<file path="src/rtl/uart_tx_pkg.sv">
// rtl/uart_tx_pkg.sv - shared types and helpers for the parametrised UART transmitter
//
// Purpose: FSM state encoding, parity-type constants, data-length resolution
// and masked parity used by uart_tx_hold_reg and uart_tx_param.
// Ports: none (package).
package uart_tx_pkg;

  typedef enum logic [2:0] {
    IDLE,
    START,
    DATA,
    PARITY,
    STOP
  } state_t;

  localparam logic PAR_EVEN = 1'b0;
  localparam logic PAR_ODD  = 1'b1;

  // Helpers operate on the widest legal frame; callers zero-extend.
  localparam int MAX_WIDTH = 16;
  localparam int MAX_LEN_W = 5;

  // A length of zero or beyond the configured width means "full width".
  function automatic logic [MAX_LEN_W-1:0] resolve_len(
    input logic [MAX_LEN_W-1:0] len,
    input int unsigned          width
  );
    logic [MAX_LEN_W-1:0] w;
    w = MAX_LEN_W'(width);
    if (len == '0 || len > w) begin
      return w;
    end
    return len;
  endfunction

  // Parity over the low len bits only; seeding with par_type turns the
  // even XOR into odd parity for free.
  function automatic logic masked_parity(
    input logic [MAX_WIDTH-1:0] data,
    input logic [MAX_LEN_W-1:0] len,
    input logic                 par_type
  );
    logic acc;
    acc = par_type;
    for (int i = 0; i < MAX_WIDTH; i++) begin
      if (i < int'(len)) begin
        acc = acc ^ data[i];
      end
    end
    return acc;
  endfunction

endpackage

</file>
<file path="src/rtl/uart_tx_hold_reg.sv">
// rtl/uart_tx_hold_reg.sv - one-entry holding register with per-word config capture
//
// Purpose: accepts one word plus its frame configuration over a valid/ready
// handshake and keeps it until the transmitter FSM takes it.
// Ports:
//   clk, rst            clock, synchronous active-high reset
//   in_data/in_valid    incoming payload and its valid
//   in_ready            register empty, a transfer happens on in_valid & in_ready
//   cfg_*               frame configuration captured with the payload
//   take                FSM consumes the held word this edge
//   full                a word is held
//   hold_*              held payload, resolved length, parity enable/bit, stop2
module uart_tx_hold_reg
  import uart_tx_pkg::*;
#(
  parameter int DATA_WIDTH = 8,
  parameter int LEN_W      = $clog2(DATA_WIDTH + 1)
) (
  input  logic                  clk,
  input  logic                  rst,
  input  logic [DATA_WIDTH-1:0] in_data,
  input  logic                  in_valid,
  output logic                  in_ready,
  input  logic [LEN_W-1:0]      cfg_len,
  input  logic                  cfg_par_en,
  input  logic                  cfg_par_type,
  input  logic                  cfg_stop2,
  input  logic                  take,
  output logic                  full,
  output logic [DATA_WIDTH-1:0] hold_data,
  output logic [LEN_W-1:0]      hold_len,
  output logic                  hold_par_en,
  output logic                  hold_par_bit,
  output logic                  hold_stop2
);

  logic                 push;
  logic [MAX_LEN_W-1:0] len_res;

  assign in_ready = !full;
  assign push     = in_valid && !full;
  assign len_res  = resolve_len(MAX_LEN_W'(cfg_len), DATA_WIDTH);

  // A push can only happen while empty and a take only while full, so the
  // two never collide on the same edge.
  always_ff @(posedge clk) begin
    if (rst) begin
      full         <= 1'b0;
      hold_data    <= '0;
      hold_len     <= '0;
      hold_par_en  <= 1'b0;
      hold_par_bit <= 1'b0;
      hold_stop2   <= 1'b0;
    end else if (push) begin
      full         <= 1'b1;
      hold_data    <= in_data;
      hold_len     <= LEN_W'(len_res);
      hold_par_en  <= cfg_par_en;
      // Parity is resolved at capture so the FSM just replays one bit.
      hold_par_bit <= masked_parity(MAX_WIDTH'(in_data), len_res, cfg_par_type);
      hold_stop2   <= cfg_stop2;
    end else if (take) begin
      full         <= 1'b0;
    end
  end

endmodule

</file>
<file path="src/rtl/uart_tx_param.sv">
// rtl/uart_tx_param.sv - parametrised UART transmitter with per-word frame config
//
// Purpose: serialises start, LSB-first data, optional parity and 1/2 stop
// bits, advancing only on bit_en ticks; back-to-back frames have no idle gap.
// Ports:
//   clk, rst            clock, synchronous active-high reset
//   bit_en              baud tick enable
//   in_data/in_valid    payload handshake, in_ready = holding register empty
//   cfg_len             data bits (0 or > DATA_WIDTH selects DATA_WIDTH)
//   cfg_par_en/type     parity enable, 0 even / 1 odd
//   cfg_stop2           two stop bits when set
//   tx_out              registered serial line
//   busy                frame in progress
//   frame_done          one-cycle pulse after the last stop bit
module uart_tx_param
  import uart_tx_pkg::*;
#(
  parameter int   DATA_WIDTH = 8,
  parameter int   LEN_W      = $clog2(DATA_WIDTH + 1),
  parameter logic IDLE_LEVEL = 1'b1
) (
  input  logic                  clk,
  input  logic                  rst,
  input  logic                  bit_en,
  input  logic [DATA_WIDTH-1:0] in_data,
  input  logic                  in_valid,
  output logic                  in_ready,
  input  logic [LEN_W-1:0]      cfg_len,
  input  logic                  cfg_par_en,
  input  logic                  cfg_par_type,
  input  logic                  cfg_stop2,
  output logic                  tx_out,
  output logic                  busy,
  output logic                  frame_done
);

  state_t                state;
  logic [DATA_WIDTH-1:0] shift_reg;
  logic [LEN_W-1:0]      bit_cnt;
  logic [LEN_W-1:0]      frame_len;
  logic                  frame_par_en;
  logic                  frame_par_bit;
  logic                  frame_stop2;
  logic                  stop_cnt;

  logic                  hold_full;
  logic [DATA_WIDTH-1:0] hold_data;
  logic [LEN_W-1:0]      hold_len;
  logic                  hold_par_en;
  logic                  hold_par_bit;
  logic                  hold_stop2;

  logic                  last_stop;
  logic                  take;

  uart_tx_hold_reg #(
    .DATA_WIDTH (DATA_WIDTH),
    .LEN_W      (LEN_W)
  ) u_hold (
    .clk          (clk),
    .rst          (rst),
    .in_data      (in_data),
    .in_valid     (in_valid),
    .in_ready     (in_ready),
    .cfg_len      (cfg_len),
    .cfg_par_en   (cfg_par_en),
    .cfg_par_type (cfg_par_type),
    .cfg_stop2    (cfg_stop2),
    .take         (take),
    .full         (hold_full),
    .hold_data    (hold_data),
    .hold_len     (hold_len),
    .hold_par_en  (hold_par_en),
    .hold_par_bit (hold_par_bit),
    .hold_stop2   (hold_stop2)
  );

  // stop_cnt counts ticks already spent in STOP; the final one is reached
  // on the first tick for one stop bit and the second for two.
  assign last_stop = (state == STOP) && (stop_cnt == frame_stop2);
  assign take      = bit_en && hold_full && ((state == IDLE) || last_stop);
  assign busy      = (state != IDLE);

  always_ff @(posedge clk) begin
    if (rst) begin
      state         <= IDLE;
      tx_out        <= IDLE_LEVEL;
      frame_done    <= 1'b0;
      shift_reg     <= '0;
      bit_cnt       <= '0;
      frame_len     <= '0;
      frame_par_en  <= 1'b0;
      frame_par_bit <= 1'b0;
      frame_stop2   <= 1'b0;
      stop_cnt      <= 1'b0;
    end else begin
      frame_done <= 1'b0;
      if (bit_en) begin
        unique case (state)
          IDLE: begin
            // Frame start is handled by the take path below.
          end
          START: begin
            tx_out    <= shift_reg[0];
            shift_reg <= shift_reg >> 1;
            bit_cnt   <= LEN_W'(1);
            state     <= DATA;
          end
          DATA: begin
            if (bit_cnt < frame_len) begin
              tx_out    <= shift_reg[0];
              shift_reg <= shift_reg >> 1;
              bit_cnt   <= bit_cnt + 1'b1;
            end else if (frame_par_en) begin
              tx_out <= frame_par_bit;
              state  <= PARITY;
            end else begin
              tx_out   <= IDLE_LEVEL;
              stop_cnt <= 1'b0;
              state    <= STOP;
            end
          end
          PARITY: begin
            tx_out   <= IDLE_LEVEL;
            stop_cnt <= 1'b0;
            state    <= STOP;
          end
          STOP: begin
            if (last_stop) begin
              frame_done <= 1'b1;
              state      <= IDLE;
            end else begin
              stop_cnt <= 1'b1;
            end
          end
          default: begin
            tx_out <= IDLE_LEVEL;
            state  <= IDLE;
          end
        endcase

        // Loading a held word overrides the IDLE return above, which gives
        // back-to-back frames straight out of the last stop bit.
        if (take) begin
          tx_out        <= ~IDLE_LEVEL;
          shift_reg     <= hold_data;
          frame_len     <= hold_len;
          frame_par_en  <= hold_par_en;
          frame_par_bit <= hold_par_bit;
          frame_stop2   <= hold_stop2;
          bit_cnt       <= '0;
          stop_cnt      <= 1'b0;
          state         <= START;
        end
      end
    end
  end

endmodule

</file>
<file path="config.mk">
export PLATFORM = sky130hd
export DESIGN_NAME = uart_tx_param
export DESIGN_NICKNAME = d
export VERILOG_FILES = /design/src/rtl/uart_tx_pkg.sv /design/src/rtl/uart_tx_hold_reg.sv /design/src/rtl/uart_tx_param.sv
export SDC_FILE = /design/constraint.sdc
export NUM_CORES = 1
export LEC_CHECK = 0
export CAP_MARGIN = 10
export CELL_PAD_IN_SITES_DETAIL_PLACEMENT = 1
export CELL_PAD_IN_SITES_GLOBAL_PLACEMENT = 2
export CORE_ASPECT_RATIO = 1.25
export CORE_MARGIN = 2
export CORE_UTILIZATION = 34
export CTS_CLUSTER_DIAMETER = 60
export CTS_CLUSTER_SIZE = 12
export DETAILED_ROUTE_END_ITERATION = 12
export PLACE_DENSITY = 0.85
export SYNTH_ARGS = -nofsm -noshare
export SYNTH_HDL_FRONTEND = slang
export SYNTH_SLANG_ARGS = --single-unit
</file>
<file path="constraint.sdc">
create_clock -name clk -period 2.5 [get_ports clk]
set_input_delay 0.5 -clock clk [delete_from_list [all_inputs] [get_ports clk]]
set_output_delay 0.5 -clock clk [all_outputs]
set_load 0.05 [all_outputs]
</file>
==> impl_metrics.csv, run 1 <==
group,metric,value,unit
run_status,status,"completed",
cells_and_area,fin_nets,308,
floorplan,dieHeight,93.0,um
synthesis,yosys_register_bits,41,
timing,slew_headroom,0.672,
timing,drv_slew,0,
synthesis,synth_cell_types,43,
routing,vias,1816,
routing,drc,0,
synthesis,synthFlopType,"dfxtp_1",
cells_and_area,antennaDiodeCount,0,
cells_and_area,synthToLayoutAreaGrowth,20.2,%
global_routing,grt_pass1_wl,8.96,mm
critical_path,critPathLaunch,"state[2]",
global_routing,grtUsageMet3,0.0294,
floorplan,initial_core_util,0.349,
global_routing,grt.met2_usage,0.273,
synthesis,ys_warn_count,0,
placement,portBuffers,22,
clock_tree,cts_resized,0,
global_routing,grt_util_met1,0.211,
hold_path,hold_path_class,"reg -> reg",
synthesis,netlist_area,2150,um2
critical_path,crit_required,2.00,ns
clock_tree,ctsHoldBuffers,0,
cells_and_area,drive_gt1_frac,0.108,
placement,gp_congestion,0.812,
placement,post-place-ws,0.0726,ns
global_routing,globalRouteOverflowTotal,0,
clock_tree,numCtsBuffers,5,
routing,wire_per_inst,13.6,um
global_routing,grt_antenna_before_repair,0,
critical_path,criticalPathCategory,"reg -> out",
global_routing,grt_start_max_net_pins,38,
clock_tree,cts_max_path_buffers,2,
timing,period_minus_slack,2.37,ns
power_and_ir_drop,p_per_area,518,nW/um2
placement,dp.cells,363,
synthesis,async_flop_share,0,
synthesis,syn_nets,280,
timing,fmax,422,MHz
clock_tree,clockRootBuffer,"clkbuf_8",
timing,hold_viol_final,0,
critical_path,cp.arrival,1.87,ns
critical_path,end_kind,"primary output",
timing,rsz0062_at_grt,"false",
floorplan,num_io_pins,23,
synthesis,synth_edf_count,0,
routing,drt-vias-per-instance,4.89,
global_routing,grt_util_all_layers,0.164,
floorplan,dieWidth,75.2,um
clock_tree,clk_latency,0.30,ns
cells_and_area,final_cell_count_no_fill,371,
floorplan,row_count,32,
floorplan,die-area,6990,um2
clock_tree,h-tree-depth,2,
timing,finalSetupViolations,0,
routing,drtIter0Drc,39,
global_routing,grt_pass1_vias,1875,
timing,fin_ws,0.132,ns
flow_run,drv_cap,0,
cells_and_area,final_util,0.420,
synthesis,synth.avg_cell_area,8.37,um2
power_and_ir_drop,p_leak,0.969,nW
clock_tree,cts_setup_buffers,0,
hold_path,hold_path_depth,2,
hold_path,hp-start,"u_hold.hold_len[0]",
timing,finalCritPeriodShare,0.947,
synthesis,ys_seq_area_frac,0.381,
synthesis,postSynthCellCount,257,
routing,drtAntennaViolNets,0,
timing,fin_skew,0.00668,ns
critical_path,cp-start-kind,"register",
placement,dp_hpwl,3.74,mm
clock_tree,cts_sinks,41,
timing,tns,0,ns
critical_path,crit_fanout,12,
critical_path,reg2reg_depth,6,
critical_path,r2r-start,"bit_cnt[1]",
global_routing,grt_busiest_layer,"met2",
timing,tightest_slew,0.490,ns
routing,dr.pass1.iters,4,
clock_tree,cts_tree,"done",
routing,totalWireLength,5.05,mm
clock_tree,clk_pin_slew,0.08,ns
floorplan,core_area,6170,um2
power_and_ir_drop,irDropWorstVdd,200,uV
cell type report:
class	instances	area (um2)
clock inverters	1	7.51
clock buffers	7	76.3
repair buffers	36	325
multi-input cells	194	1220
flip-flops and latches	41	821
well taps	85	106
inverters	7	26.3
fillers	773	3580
cell usage after synthesis, drive strengths merged (6+ instances only):
library cell	n	area, um2
buf	7	50.0
dfxtp	41	821
nor2	27	101
nand2	34	128
mux2	7	101
o21ai	11	55.1
inv	7	26.3
xnor2	6	52.6
a21oi	28	144
clkbuf	8	30.0
mux2i	11	110
nor2b	13	81.3
routing by layer:
metal / routed length (um) / share of wire / up-vias
met5: 0 / 0 / -
met4: 69 / 0.014 / 0
met3: 134 / 0.027 / 6
met2: 2450 / 0.49 / 28
met1: 2390 / 0.47 / 846
li1: - / - / 936
cells by family (layout without fill, tap and decap cells):
kind of cell    count (synthesis)  after routing  synth area share
flops                          41             41             0.381
mux                            18             18            0.0983
compound gates                 61             61             0.178
buf+inv                        22             51            0.0494
fa+ha+maj                       4              4            0.0233
xor+xnor                        9              9            0.0366
simple gates                  102            102             0.233
path summary, 6_finish.rpt:
| kind | slack (ns) | end |
|---|---|---|
| setup reg to reg | 0.43 | shift_reg[6] |
| setup / recovery | 0.13 | busy |
| hold / removal | 0.46 | u_hold.hold_len[0] |
| hold reg to reg | 0.46 | u_hold.hold_len[0] |
critical path, cell delays in order (launching register included):
cell	delay [ns]
dfxtp_1	0.60
or3_1	0.18
clkdlybuf4s50_1	0.79
metrics by stage:
step	cell area, um2	power [W]	hold WS [ns]
2_1_floorplan	2150	0.000838	0.432
3_3_place_gp	2500	0.000919	0.444
3_5_place_dp	2500	0.000922	0.449
4_1_cts	2590	0.00136	0.460
5_1_grt	2590	0.00141	0.475
6_report	2590	0.00134	0.458
placed cells by master, fill, tap and decap left out, drive strengths merged:
cell,count
dfxtp,41
nand2,34
a21oi,28
nor2,27
clkdlybuf4s50,22
buf,14
nor2b,13
mux2i,11
o21ai,11
inv,7
mux2,7
clkbuf,7
xnor2,6
nand2b,5
a21o,5
a211oi,5
nand3b,4
nand3,4
ha,4
or3,3
xor2,3
nor3,3
o31ai,3
nor3b,3
o22ai,2
or2,1
a2111oi,1
o21a,1
a31oi,1
a211o,1
or3b,1
and2,1
a22o,1
o41ai,1
o211ai,1
nand4b,1
or4b,1
or4,1
clkinvlp,1
where the power goes:
part           switching, W  internal, W
logic              0.000113     0.000100
registers         0.0000156     0.000675
clock network      0.000239     0.000198
(Power assumes the default switching activity.)
==> inputs of run 2 (changes only) <==
==> constraint.sdc (replaced) <==
create_clock -name clk -period 2.5 [get_ports clk]
set_input_delay 0.25 -clock clk [delete_from_list [all_inputs] [get_ports clk]]
set_output_delay 0.25 -clock clk [all_outputs]
set_load 0.05 [all_outputs]
==> run 2 against run 1 <==
Effect of this change: worst setup slack gained 0.22 ns; sequential share of layout area shrank 0.077 points; clock power shrank 4%; largest cell class unchanged.
==> impl_metrics.csv, run 2 (same netlist as run 1, synthesis figures left out) <==
group,metric,value,unit
run_status,status,"completed",
floorplan,row_count,32,
critical_path,criticalPathCategory,"reg -> out",
global_routing,grt_util_all_layers,0.161,
critical_path,endpoint,"busy",
routing,totalWireLength,4.88,mm
routing,wire_per_inst,13.1,um
routing,drtAntennaViolNets,0,
global_routing,globalRouteOverflowTotal,0,
clock_tree,cts_sinks,41,
power_and_ir_drop,p_leak,0.981,nW
routing,drt-vias-per-instance,4.94,
cells_and_area,final_cell_area,2590,um2
routing,dr.pass1.iters,4,
cells_and_area,final_common_cell,"dfxtp_1",
cells_and_area,fin_nets,309,
placement,dp_hpwl,3.71,mm
floorplan,initial_core_util,0.349,
clock_tree,cts_resized,0,
clock_tree,cts_max_path_buffers,2,
power_and_ir_drop,irDropWorstVdd,164,uV
floorplan,dieWidth,75.2,um
cells_and_area,n_fill_cell,759,
power_and_ir_drop,power_switching,0.000353,W
clock_tree,numCtsBuffers,5,
clock_tree,clk_pin_slew,0.08,ns
critical_path,cp-start-kind,"register",
critical_path,crit_fanout,12,
critical_path,end_kind,"primary output",
cells_and_area,drive_gt1_frac,0.115,
floorplan,die-area,6990,um2
cells_and_area,antennaDiodeCount,0,
global_routing,grt_antenna_before_repair,0,
clock_tree,h-tree-depth,2,
cells_and_area,mostFrequentLayoutCells,"dfxtp_1, nand2_1, a21oi_1, nor2_1, clkdlybuf4s50_1",
timing,slew_headroom,0.672,
global_routing,grt_pass1_wl,8.83,mm
power_and_ir_drop,fin_total_pwr,0.00132,W
timing,tightest_slew,0.490,ns
timing,period_minus_slack,2.14,ns
power_and_ir_drop,p_per_area,509,nW/um2
timing,hold_viol_final,0,
placement,portBuffers,22,
power_and_ir_drop,p_clk_frac,0.317,
timing,tns,0,ns
clock_tree,cts_tree,"done",
cells_and_area,seqCellArea,821,um2
critical_path,reg2reg_depth,6,
timing,finalSetupViolations,0,
flow_run,drv_cap,0,
critical_path,r2r_end,"shift_reg[4]",
routing,vias,1838,
critical_path,r2r_slack,0.41,ns
timing,rsz0062_at_grt,"false",
critical_path,cp.arrival,1.89,ns
timing,fin_skew,0.00749,ns
global_routing,grt_pass1_vias,1872,
clock_tree,cts_setup_buffers,0,
placement,placed_area,2510,um2
power_and_ir_drop,combPwrFrac,0.161,
clock_tree,clk_latency,0.29,ns
power_and_ir_drop,internal_power,0.000968,W
placement,gp_congestion,0.786,
power_and_ir_drop,pwr-share-seq,0.522,
routing,drc,0,
cells_and_area,multiInputGateArea,1220,um2
hold_path,hold_path_class,"reg -> reg",
critical_path,critPathLaunch,"state[2]",
clock_tree,clockRootBuffer,"clkbuf_8",
floorplan,dieHeight,93.0,um
timing,fmax,467,MHz
timing,finalCritPeriodShare,0.857,
floorplan,core_area,6170,um2
routing,drtIter0Drc,67,
critical_path,r2r-start,"bit_cnt[1]",
timing,drv_slew,0,
floorplan,num_io_pins,23,
cells_and_area,synthToLayoutAreaGrowth,20.5,%
cells_and_area,final_util,0.421,
critical_path,crit_required,2.25,ns
power_and_ir_drop,switching_share,0.267,
clock_tree,ctsHoldBuffers,0,
global_routing,grt_start_max_net_pins,31,
==> run 2: critical path, stage by stage (launching register included) <==
cell,delay [ns]
dfxtp_1,0.63
or3_1,0.18
clkdlybuf4s50_1,0.79
==> run 2: per-stage QoR <==
stage | setup slack (ns) | hold slack [ns] | cells
finish | 0.357 | 0.457 | 372
global route | 0.291 | 0.482 | 372
CTS | 0.350 | 0.461 | 372
detailed placement | 0.206 | 0.451 | 364
global placement | 0.306 | 0.445 | 364
floorplan | 0.456 | 0.386 | 257
==> run 2: how the worst min path moves through the flow <==
stage	startpoint	endpoint	slack (ns)	depth (start not counted)
after CTS	u_hold.hold_data[6]	u_hold.hold_data[6]	0.46	2
after global placement	u_hold.hold_data[3]	u_hold.hold_data[3]	0.45	2
final	u_hold.hold_data[4]	u_hold.hold_data[4]	0.46	2
after floorplan	in_data[0]	u_hold.hold_data[0]	0.39	2
after global routing	u_hold.hold_data[3]	u_hold.hold_data[3]	0.48	2
after detailed placement	u_hold.hold_data[6]	u_hold.hold_data[6]	0.45	2
==> run 2: power groups by stage <==
stage	Sequential, W	Combinational (W)	Clock (W)
CTS	0.000690	0.000217	0.000439
detailed placement	0.000705	0.000216	0
global route	0.000693	0.000237	0.000478
floorplan	0.000705	0.000133	0
finish	0.000689	0.000213	0.000419
global placement	0.000705	0.000214	0
==> run 2: layout make-up <==
cell class | count | area share
inverter | 7 | 0.0101
timing repair buffer | 37 | 0.128
clock buffer | 6 | 0.0280
tap | 85 | 0.0410
clock inverter | 2 | 0.00386
sequential | 41 | 0.316
multi-input combinational | 194 | 0.472
==> run 2: per-layer routing <==
metal,track usage,share of wire,up-vias
met4,0.0614,0.021,0
met3,0.0337,0.026,9
met5,0,0,-
met1,0.212,0.47,859
met2,0.253,0.49,31
li1,-,-,939
